--- src/rtl/zframebuffer_scanout.sv ---
// Framebuffer scanout: prefetches RGB565 quads from SDRAM into a small FIFO and
// delivers one pixel per display strobe, substituting a fill colour on underflow.
module zframebuffer_scanout #(
  parameter int          FRAME_PIXELS    = 384000,
  parameter int          FIFO_DEPTH      = 4,
  parameter logic [15:0] UNDERFLOW_COLOR = 16'hF800
) (
  input  logic        clk,
  input  logic        rst_n,
  input  logic        en,
  input  logic        iFrame_Start,
  input  logic        iPixel_Req,
  output logic [23:0] oSDRAM_Rd_Addr,
  output logic        oSDRAM_Rd_Req,
  input  logic        iSDRAM_Rd_Done,
  input  logic [15:0] iSDRAM_Data1,
  input  logic [15:0] iSDRAM_Data2,
  input  logic [15:0] iSDRAM_Data3,
  input  logic [15:0] iSDRAM_Data4,
  output logic [15:0] oPixel_Data,
  output logic        oPixel_Valid,
  output logic        oUnderflow,
  output logic        oFrame_Done,
  output logic [1:0]  dbg_state
);

  localparam int              AW        = $clog2(FIFO_DEPTH);
  localparam int              CW        = AW + 1;
  localparam logic [23:0]     LAST_QUAD = 24'(FRAME_PIXELS - 4);
  localparam logic [18:0]     LAST_PIX  = 19'(FRAME_PIXELS - 1);
  localparam logic [CW-1:0]   DEPTH     = CW'(FIFO_DEPTH);

  // Read handshake: oSDRAM_Rd_Req rises with a stable oSDRAM_Rd_Addr and is held
  // until the single-cycle iSDRAM_Rd_Done, which carries the four pixels.
  typedef enum logic [1:0] {IDLE = 2'd0, ISSUE = 2'd1, GAP = 2'd2} state_t;

  state_t          state;
  logic [23:0]     rd_addr;
  logic            discard;
  logic [63:0]     mem [FIFO_DEPTH];
  logic [AW-1:0]   wr_ptr;
  logic [AW-1:0]   rd_ptr;
  logic [CW-1:0]   fill_count;
  logic [1:0]      sub;
  logic [18:0]     pix_idx;
  logic            frame_end;
  logic [63:0]     head;
  logic [15:0]     head_pix;
  logic            can_issue;
  logic            push;
  logic            serve;
  logic            starve;
  logic            pop;

  assign dbg_state = state;

  // Outstanding reads are zero outside ISSUE, so only fill_count gates a new issue.
  assign can_issue = en && !iFrame_Start && (fill_count < DEPTH) && (rd_addr <= LAST_QUAD);
  assign push      = (state == ISSUE) && iSDRAM_Rd_Done && !discard && !iFrame_Start;
  assign serve     = en && iPixel_Req && !iFrame_Start;
  assign starve    = (fill_count == '0) || frame_end;
  assign pop       = serve && !starve && (sub == 2'd3);

  always_comb begin
    head     = mem[rd_ptr];
    head_pix = head[15:0];
    case (sub)
      2'd0:    head_pix = head[15:0];
      2'd1:    head_pix = head[31:16];
      2'd2:    head_pix = head[47:32];
      default: head_pix = head[63:48];
    endcase
  end

  // GAP re-enters ISSUE directly so the request is low for exactly one cycle.
  always_ff @(posedge clk or negedge rst_n) begin
    if (!rst_n) begin
      state          <= IDLE;
      rd_addr        <= '0;
      discard        <= 1'b0;
      oSDRAM_Rd_Req  <= 1'b0;
      oSDRAM_Rd_Addr <= '0;
    end else begin
      case (state)
        IDLE: begin
          if (iFrame_Start) begin
            rd_addr <= '0;
          end else if (can_issue) begin
            state          <= ISSUE;
            oSDRAM_Rd_Req  <= 1'b1;
            oSDRAM_Rd_Addr <= rd_addr;
          end
        end
        ISSUE: begin
          if (iFrame_Start) discard <= 1'b1;
          if (iSDRAM_Rd_Done) begin
            state         <= GAP;
            oSDRAM_Rd_Req <= 1'b0;
            discard       <= 1'b0;
            rd_addr       <= (discard || iFrame_Start) ? 24'd0 : rd_addr + 24'd4;
          end
        end
        GAP: begin
          if (can_issue) begin
            state          <= ISSUE;
            oSDRAM_Rd_Req  <= 1'b1;
            oSDRAM_Rd_Addr <= rd_addr;
          end else begin
            state <= IDLE;
            if (iFrame_Start) rd_addr <= '0;
          end
        end
        default: state <= IDLE;
      endcase
    end
  end

  always_ff @(posedge clk) begin
    if (push) mem[wr_ptr] <= {iSDRAM_Data4, iSDRAM_Data3, iSDRAM_Data2, iSDRAM_Data1};
  end

  // Pixel index advances on underflow too, keeping the raster position aligned.
  always_ff @(posedge clk or negedge rst_n) begin
    if (!rst_n) begin
      wr_ptr       <= '0;
      rd_ptr       <= '0;
      fill_count   <= '0;
      sub          <= '0;
      pix_idx      <= '0;
      frame_end    <= 1'b0;
      oPixel_Data  <= '0;
      oPixel_Valid <= 1'b0;
      oUnderflow   <= 1'b0;
      oFrame_Done  <= 1'b0;
    end else begin
      oPixel_Valid <= 1'b0;
      oUnderflow   <= 1'b0;
      oFrame_Done  <= 1'b0;
      if (iFrame_Start) begin
        wr_ptr     <= '0;
        rd_ptr     <= '0;
        fill_count <= '0;
        sub        <= '0;
        pix_idx    <= '0;
        frame_end  <= 1'b0;
      end else begin
        if (push) wr_ptr <= wr_ptr + 1'b1;
        if (pop)  rd_ptr <= rd_ptr + 1'b1;
        if (push && !pop)      fill_count <= fill_count + 1'b1;
        else if (pop && !push) fill_count <= fill_count - 1'b1;
        if (serve) begin
          if (starve) begin
            oPixel_Data <= UNDERFLOW_COLOR;
            oUnderflow  <= 1'b1;
          end else begin
            oPixel_Data  <= head_pix;
            oPixel_Valid <= 1'b1;
            sub          <= sub + 2'd1;
          end
          if (!frame_end) begin
            oFrame_Done <= (pix_idx == LAST_PIX);
            if (pix_idx == LAST_PIX) frame_end <= 1'b1;
            else                     pix_idx   <= pix_idx + 19'd1;
          end
        end
      end
    end
  end

endmodule
--- config.mk ---
export PLATFORM = sky130hd
export DESIGN_NAME = zframebuffer_scanout
export DESIGN_NICKNAME = d
export VERILOG_FILES = /design/src/rtl/zframebuffer_scanout.sv
export SDC_FILE = /design/constraint.sdc
export NUM_CORES = 1
export LEC_CHECK = 0
export CORE_MARGIN = 4
export CORE_UTILIZATION = 50
export CTS_CLUSTER_DIAMETER = 120
export DETAILED_ROUTE_END_ITERATION = 8
export GPL_ROUTABILITY_DRIVEN = 0
export MAX_ROUTING_LAYER = met4
export PLACE_DENSITY = 0.72
export SLEW_MARGIN = 20
export SYNTH_ARGS = -nofsm -noshare
export SYNTH_HDL_FRONTEND = slang
export SYNTH_SLANG_ARGS = --single-unit
export TNS_END_PERCENT = 100
--- constraint.sdc ---
create_clock -name clk -period 4.9 [get_ports clk]
set_clock_uncertainty 0.1 [all_clocks]
set_input_delay 1.47 -clock clk [delete_from_list [all_inputs] [get_ports clk]]
set_output_delay 1.47 -clock clk [all_outputs]
set_load 0.03 [all_outputs]
# Yosys cells after proc, flatten, opt, wreduce, memory -nomap -nowiden
# Memory sizes are Yosys's and may differ from the RTL's.
# Cells that the tools add are included.
dict set report totals {
  word_cells 126
  input_bits 70
  mem_bits_rw 256
  ff_bits 100
  n_memories 1
  out_inout_bits 46
}
dict set report classes {
  bitwise_logic 1
  eq_ne 13
  n_reduce_logical 37
  n_mux 50
  order_cmp 2
  n_addsub 7
}
# memory depth word_bits read_ports rd_clocked_by_memory_dff wr line_no
set mem_list {}
lappend mem_list {mem 4 64 1 0 1 40} ;# logic [63:0] mem [FIFO_DEPTH];
# op n
set op_table {}
lappend op_table {{$mux W24} 6}
lappend op_table {{$mux W19} 4}
lappend op_table {{$pmux W24 S3} 1}
lappend op_table {{$pmux W16 S3} 1}
lappend op_table {{$pmux W24 S2} 1}
lappend op_table {{$add A24 B3 Y24 const B} 1}
lappend op_table {{$le A24 B19 Y1 const B} 1}
lappend op_table {{$mux W1} 21}
lappend op_table {{$mux W2} 10}
lappend op_table {{$add A19 B1 Y19 const B} 1}
lappend op_table {{$eq A19 B19 Y1 const B} 1}
lappend op_table {{$mux W16} 1}
lappend op_table {{$ne A2 B2 Y1 const B} 7}
lappend op_table {{$logic_and A1 B1 Y1} 12}
lappend op_table {{$reduce_and A3 Y1} 4}
lappend op_table {{$reduce_bool A2 Y1} 5}
lappend op_table {{$mux W3} 3}
lappend op_table {{$reduce_and A2 Y1} 4}
lappend op_table {{$add A2 B1 Y2 const B} 3}
lappend op_table {{$eq A2 B2 Y1 const B} 3}
lappend op_table {{$pmux W2 S3} 1}
lappend op_table {{$reduce_bool A3 Y1} 2}
lappend op_table {{$logic_not A1 Y1} 5}
lappend op_table {{$eq A2 B1 Y1 const B} 2}
lappend op_table {{8 further kinds} 10}

# Depth between registers and ports, before layout
dict set report logic_depth {
  ltp_word 9
  depth_mapped 9
  mapped_depth_nobuf 7
}

# Least setup slack after synthesis
# OpenSTA, ideal clock, no wires.
dict set report synth_timing {
  kind {input port to flip-flop}
  startpoint {input iFrame_Start}
  endpoint {memory mem[0][0] (enable)}
  stages 3
  n_path_buf 1
  path_slack_ns 0.909
  setup_time_ns 0.429
  t_arrival_ns 3.461
  path_cell_list {clkbuf_1 > nor2_1 > and3_1}
}
dict set report synth_between {
  elab_chain_len 4
}
# element line_no
set synth_rtl {}
lappend synth_rtl {{from (decl)} 11} ;# input logic iFrame_Start,
lappend synth_rtl {{$logic_not A1 Y1} 59} ;# assign push = (state == ISSUE) && iSDRAM_Rd_Done && !discard && !iFrame_Start;
lappend synth_rtl {{$logic_and A1 B1 Y1} 59}
lappend synth_rtl {{$mux W1} 119} ;# if (push) mem[wr_ptr] <= {iSDRAM_Data4, iSDRAM_Data3, iSDRAM_Data2, iSDRAM_Data1};
lappend synth_rtl {{$mux W1 (implied by the code)} 119}
lappend synth_rtl {{to (decl)} 40}
# No other way between the ends.

# Final worst setup path
dict set report layout_timing {
  startpoint {input en}
  endpoint {register fill_count[2]}
}
dict set report layout_between {
  elab_chain_len 8
  word_cells_on_any_way 10
  classes_between {2 x mux; 8 x reduce/logical}
}
# element line_no
set layout_rtl {}
lappend layout_rtl {{from (decl)} 10} ;# input logic en,
lappend layout_rtl {{$logic_and A1 B1 Y1 (*) (2 in a row)} 60} ;# assign serve = en && iPixel_Req && !iFrame_Start;
lappend layout_rtl {{$logic_and A1 B1 Y1 (*) (2 in a row)} 62} ;# assign pop = serve && !starve && (sub == 2'd3);
lappend layout_rtl {{$logic_not A1 Y1} 149} ;# if (push && !pop) fill_count <= fill_count + 1'b1;
lappend layout_rtl {{$logic_and A1 B1 Y1} 149}
lappend layout_rtl {{$mux W3} 149}
lappend layout_rtl {{$mux W3} 139} ;# if (iFrame_Start) begin
lappend layout_rtl {{to (signal assigned)} 149}
lappend layout_rtl {{to (signal assigned)} 150} ;# else if (pop && !push) fill_count <= fill_count - 1'b1;
lappend layout_rtl {{to (decl)} 43} ;# logic [CW-1:0] fill_count;
# Every way passes the cells marked *; elsewhere a longest branch is shown, timed or not.
# A chain may end at the register's enable or synchronous reset.

==> run summary <==
The flow ran to the end, and the final reports show no timing, DRC or antenna violations. Setup repair after global routing left no endpoint under its margin. The layer flagged by global routing as most heavily used is met2.

The largest total area in the synthesized netlist belongs to edfxtp_1. After layout, the worst path uses 75.1% of the clock period. Across every metal layer, demand over resource in global routing totals 19.3%. The DRC violation count after routing came out at 0. The per-cell routed wire length came out at 20.9 µm. The pin count of the biggest net entering global routing came out at 65. The worst register-to-register path ends at oPixel_Data[4]$_DFFE_PN0P_. The setup TNS came out at 0 ns. The worst setup path is captured at a flip-flop. The post-synthesis xor/xnor area fraction came out at 1.29%.

The number of hold buffers added after CTS was 0. The fraction of layout cells with a size suffix above 1 is 17.9%. The number of nets still failing antenna checks after routing came out at 0. The number of iterations in the first detailed-routing pass came out at 5. The number of buffers inserted by post-CTS setup repair came out at 0. In this run the vertical extent of the chip is 177 µm. The number of logic stages on the critical path including buffering came out at 8. The start point of the critical path is en.

The endpoint arrival time on the critical path is 3.98 ns. The number of sinks handled by clock tree synthesis is 352. The number of I/O port buffers came out at 113. By startpoint and endpoint, the worst setup path is classified as primary input to flip-flop.

The fraction of registers with async set/reset came out at 27.3%. For this design the ratio of total power to cell area is 378 nW/µm². The number of cells on the worst reg-to-reg path is 5. Synthesis inferred 352 register bits. The netlist area before placement came out at 14,200 µm². The number of DRC markers in iteration 0 came out at 606. Summing the areas of all fa, ha and maj instances in the mapped netlist gives 1.19% of the synthesized area. CTS placed an instance of clkbuf_16 at the clock tree root. For this run, the post-layout net count is 1,047. The synthesis warning total came out at 0. The share of synthesized cell area in and, or, nand and nor gates came out at 6.54%.

By area, the combinational part of the netlist is dominated by multiplexers. Grouping stages by cell kind, the critical path spends the most delay in simple AND/OR/NAND/NOR gates. Summed over all layers, the global routing overflow is 0. The maximum number of buffers from clock root to sink is 3.

Sorting the synthesized cells by area gives the leading types as edfxtp_1 54%, dfrtp_1 17%, mux4_2 10%. The post-synthesis cell count is 836. The path class of the tightest hold or removal check is flip-flop to flip-flop.

The number of max-cap violations came out at 0. The first global-routing pass estimated 45,700 µm of wire. The transition time at the pin with the least slew margin is 1.02 ns.

The number of antenna violations at the first check in global routing came out at 2. Traced cell by cell, the critical path runs through clkdlybuf4s50_1 -> nand3b_1 -> nor4b_1 -> nor2_1 -> fa_1 -> or3_1 -> a21oi_1 -> mux2_2. The total I/O pin count came out at 116. The met2 demand-to-capacity share in global routing came out at 30.5%. Leaving out fill and tap cells, the most frequent cell in the layout is edfxtp_1.

The maximum fanout along the worst path came out at 6. The die boundary width came out at 177 µm. The CTS buffer count is 37. CTS built an H-tree with a depth of 2. The met1 usage came out at 26.1%. The final wirelength came out at 28,700 µm.

The nature of the critical path startpoint is a primary input. On the final layout, the worst hold slack is 0.389 ns. The critical path's largest stage delay is 0.57 ns. The number of flops mapped to enable cells by yosys is 256. For this block, the via count after detailed routing is 7,961. The largest individual stage delay along the critical path comes from the cell clkdlybuf4s50_1. The cell row count came out at 61.

The via density per instance came out at 5.80. The compound-gate portion of the synthesized area is 6.59%. In the layout the commonest cells are 256 x edfxtp_1, 112 x clkdlybuf4s50_1, 94 x dfrtp_1. In this run, post-CTS repair resized a total of 0 instances. The HPWL after detailed placement came out at 17,100 µm.

The multiplexer fraction of the synthesized cell area is 11.8%. The startpoint of the worst-slack reg-to-reg timing path is rd_ptr[0]$_DFFE_PN0P_. The number of slew-limit violations in the final report came out at 0. The number of global-route vias before repair was 8,133.

The core region is 27,900 µm². TritonCTS built the clock tree. The number of hold violations in the final report came out at 0.

The shortest clock period the worst path allows after layout is 3.68 ns. The total setup violations reported at the end of the flow came out at 0. The post-synthesis cell type count came out at 62. The clock insertion delay at the later pin of the skew report is 0.53 ns. STA puts the critical path data required time at 5.20 ns. The area of the die is 31,300 µm².

The number of buffers and inverters on the critical path is 1. The top cell type's share of synthesized area is 54.0%. The initial core utilization came out at 51.0%. The worst-case vdd ir drop came out at 0.318 mV.

For this run, the register share of the synthesized area comes to 70.8%. Among all flip-flop cells after synthesis, the most frequent one is edfxtp_1. The end point of the critical path is fill_count[2]$_DFFE_PN0P_. Derived from the worst setup path, the maximum achievable clock frequency is 272 MHz.

In this run the tightest slew margin relative to its limit is 32.3%. The per-instance average area after synthesis came out at 17.0 µm². After clock tree synthesis, the clock-pin slew on the worst setup and hold paths is 0.06 ns. The met3 track utilization from global routing is 3.80%.

The area growth from synthesis to layout is 19.8%. The leakage power total came out at 5.89 nW. Setup slack on the worst reg-to-reg path comes out at 2.06 ns.
==> worst min path at each step <==
stage                              startpoint                        endpoint  slack [ns]  cells past startpoint
2_1_floorplan         rd_addr[23]$_DFFE_PN0P_         rd_addr[23]$_DFFE_PN0P_        0.35                      1
3_3_place_gp   oSDRAM_Rd_Addr[21]$_DFFE_PN0P_  oSDRAM_Rd_Addr[21]$_DFFE_PN0P_        0.37                      1
3_5_place_dp   oSDRAM_Rd_Addr[20]$_DFFE_PN0P_  oSDRAM_Rd_Addr[20]$_DFFE_PN0P_        0.37                      1
4_1_cts        oSDRAM_Rd_Addr[23]$_DFFE_PN0P_  oSDRAM_Rd_Addr[23]$_DFFE_PN0P_        0.39                      1
5_1_grt        oSDRAM_Rd_Addr[19]$_DFFE_PN0P_  oSDRAM_Rd_Addr[19]$_DFFE_PN0P_        0.41                      1
6_report       oSDRAM_Rd_Addr[23]$_DFFE_PN0P_  oSDRAM_Rd_Addr[23]$_DFFE_PN0P_        0.39                      1
==> where the power goes <==
part           switching [mW]  total (mW)  internal, mW
Sequential             0.0430        3.31          3.26
Combinational           0.237       0.412         0.175
Clock                    1.15        2.74          1.59
Total                    1.43        6.45          5.03
==> layout make-up <==
type,instances,area [µm²]
flip-flops and latches,352,10100
multi-input cells,432,3920
fillers,2081,10900
clock buffers,40,958
clock inverters,28,249
inverters,11,41.3
well taps,378,473
repair buffers,130,1320
diodes,2,5.00
==> state kept, by name, summed over array words and instances, names as in the netlist, 2 cells and up <==
name / flops
wr_ptr: 2
sub: 2
dbg_state: 2
rd_addr: 22
oSDRAM_Rd_Addr: 22
fill_count: 3
rd_ptr: 2
pix_idx: 19
mem: 256
oPixel_Data: 16
==> layer usage <==
layer / part of all wire (%) / routed length, µm / up-vias
met4: 2.0 / 562 / 0
met1: 42 / 12000 / 4038
met3: 7.4 / 2120 / 50
met5: 0 / 0 / -
met2: 49 / 14000 / 290
li1: - / - / 3583
==> synth_stat cells, types with 9 or more instances <==
cell      number
a21oi_1       42
a222oi_1      11
a22o_1        13
and2_1         9
and3_1        10
buf_2         10
clkbuf_1      17
dfrtp_1       96
edfxtp_1     256
ha_1          12
inv_1         11
mux2_4        10
mux4_2        64
nand2_1       29
nand3_1       12
nand4_1       12
nor2_1        60
o21ai_0       39
xnor2_1       14
==> through the flow <==
stage / cell area (µm²) / power [mW] / utilization [%] / instances / setup WS (ns)
after floorplan: 14300 / 3.56 / - / 837 / 0.909
after global placement: 15900 / 3.77 / 56.7 / 1303 / 0.767
after detailed placement: 15900 / 3.78 / 56.7 / 1303 / 0.727
after CTS: 17100 / 6.52 / 61.1 / 1371 / 1.25
after global routing: 17100 / 6.70 / 61.1 / 1373 / 1.01
final: 17100 / 6.45 / 61.1 / 1373 / 1.22
==> logic make-up after synthesis <==
kind of cell | Yosys count
flip-flops | 352
AND/OR/NAND/NOR | 172
AO/OA/AOI/OAI | 142
multiplexers | 82
buffers and inverters | 53
XOR/XNOR | 21
adder cells (fa/ha/maj) | 13
other | 1
(Power assumes the default switching activity.)
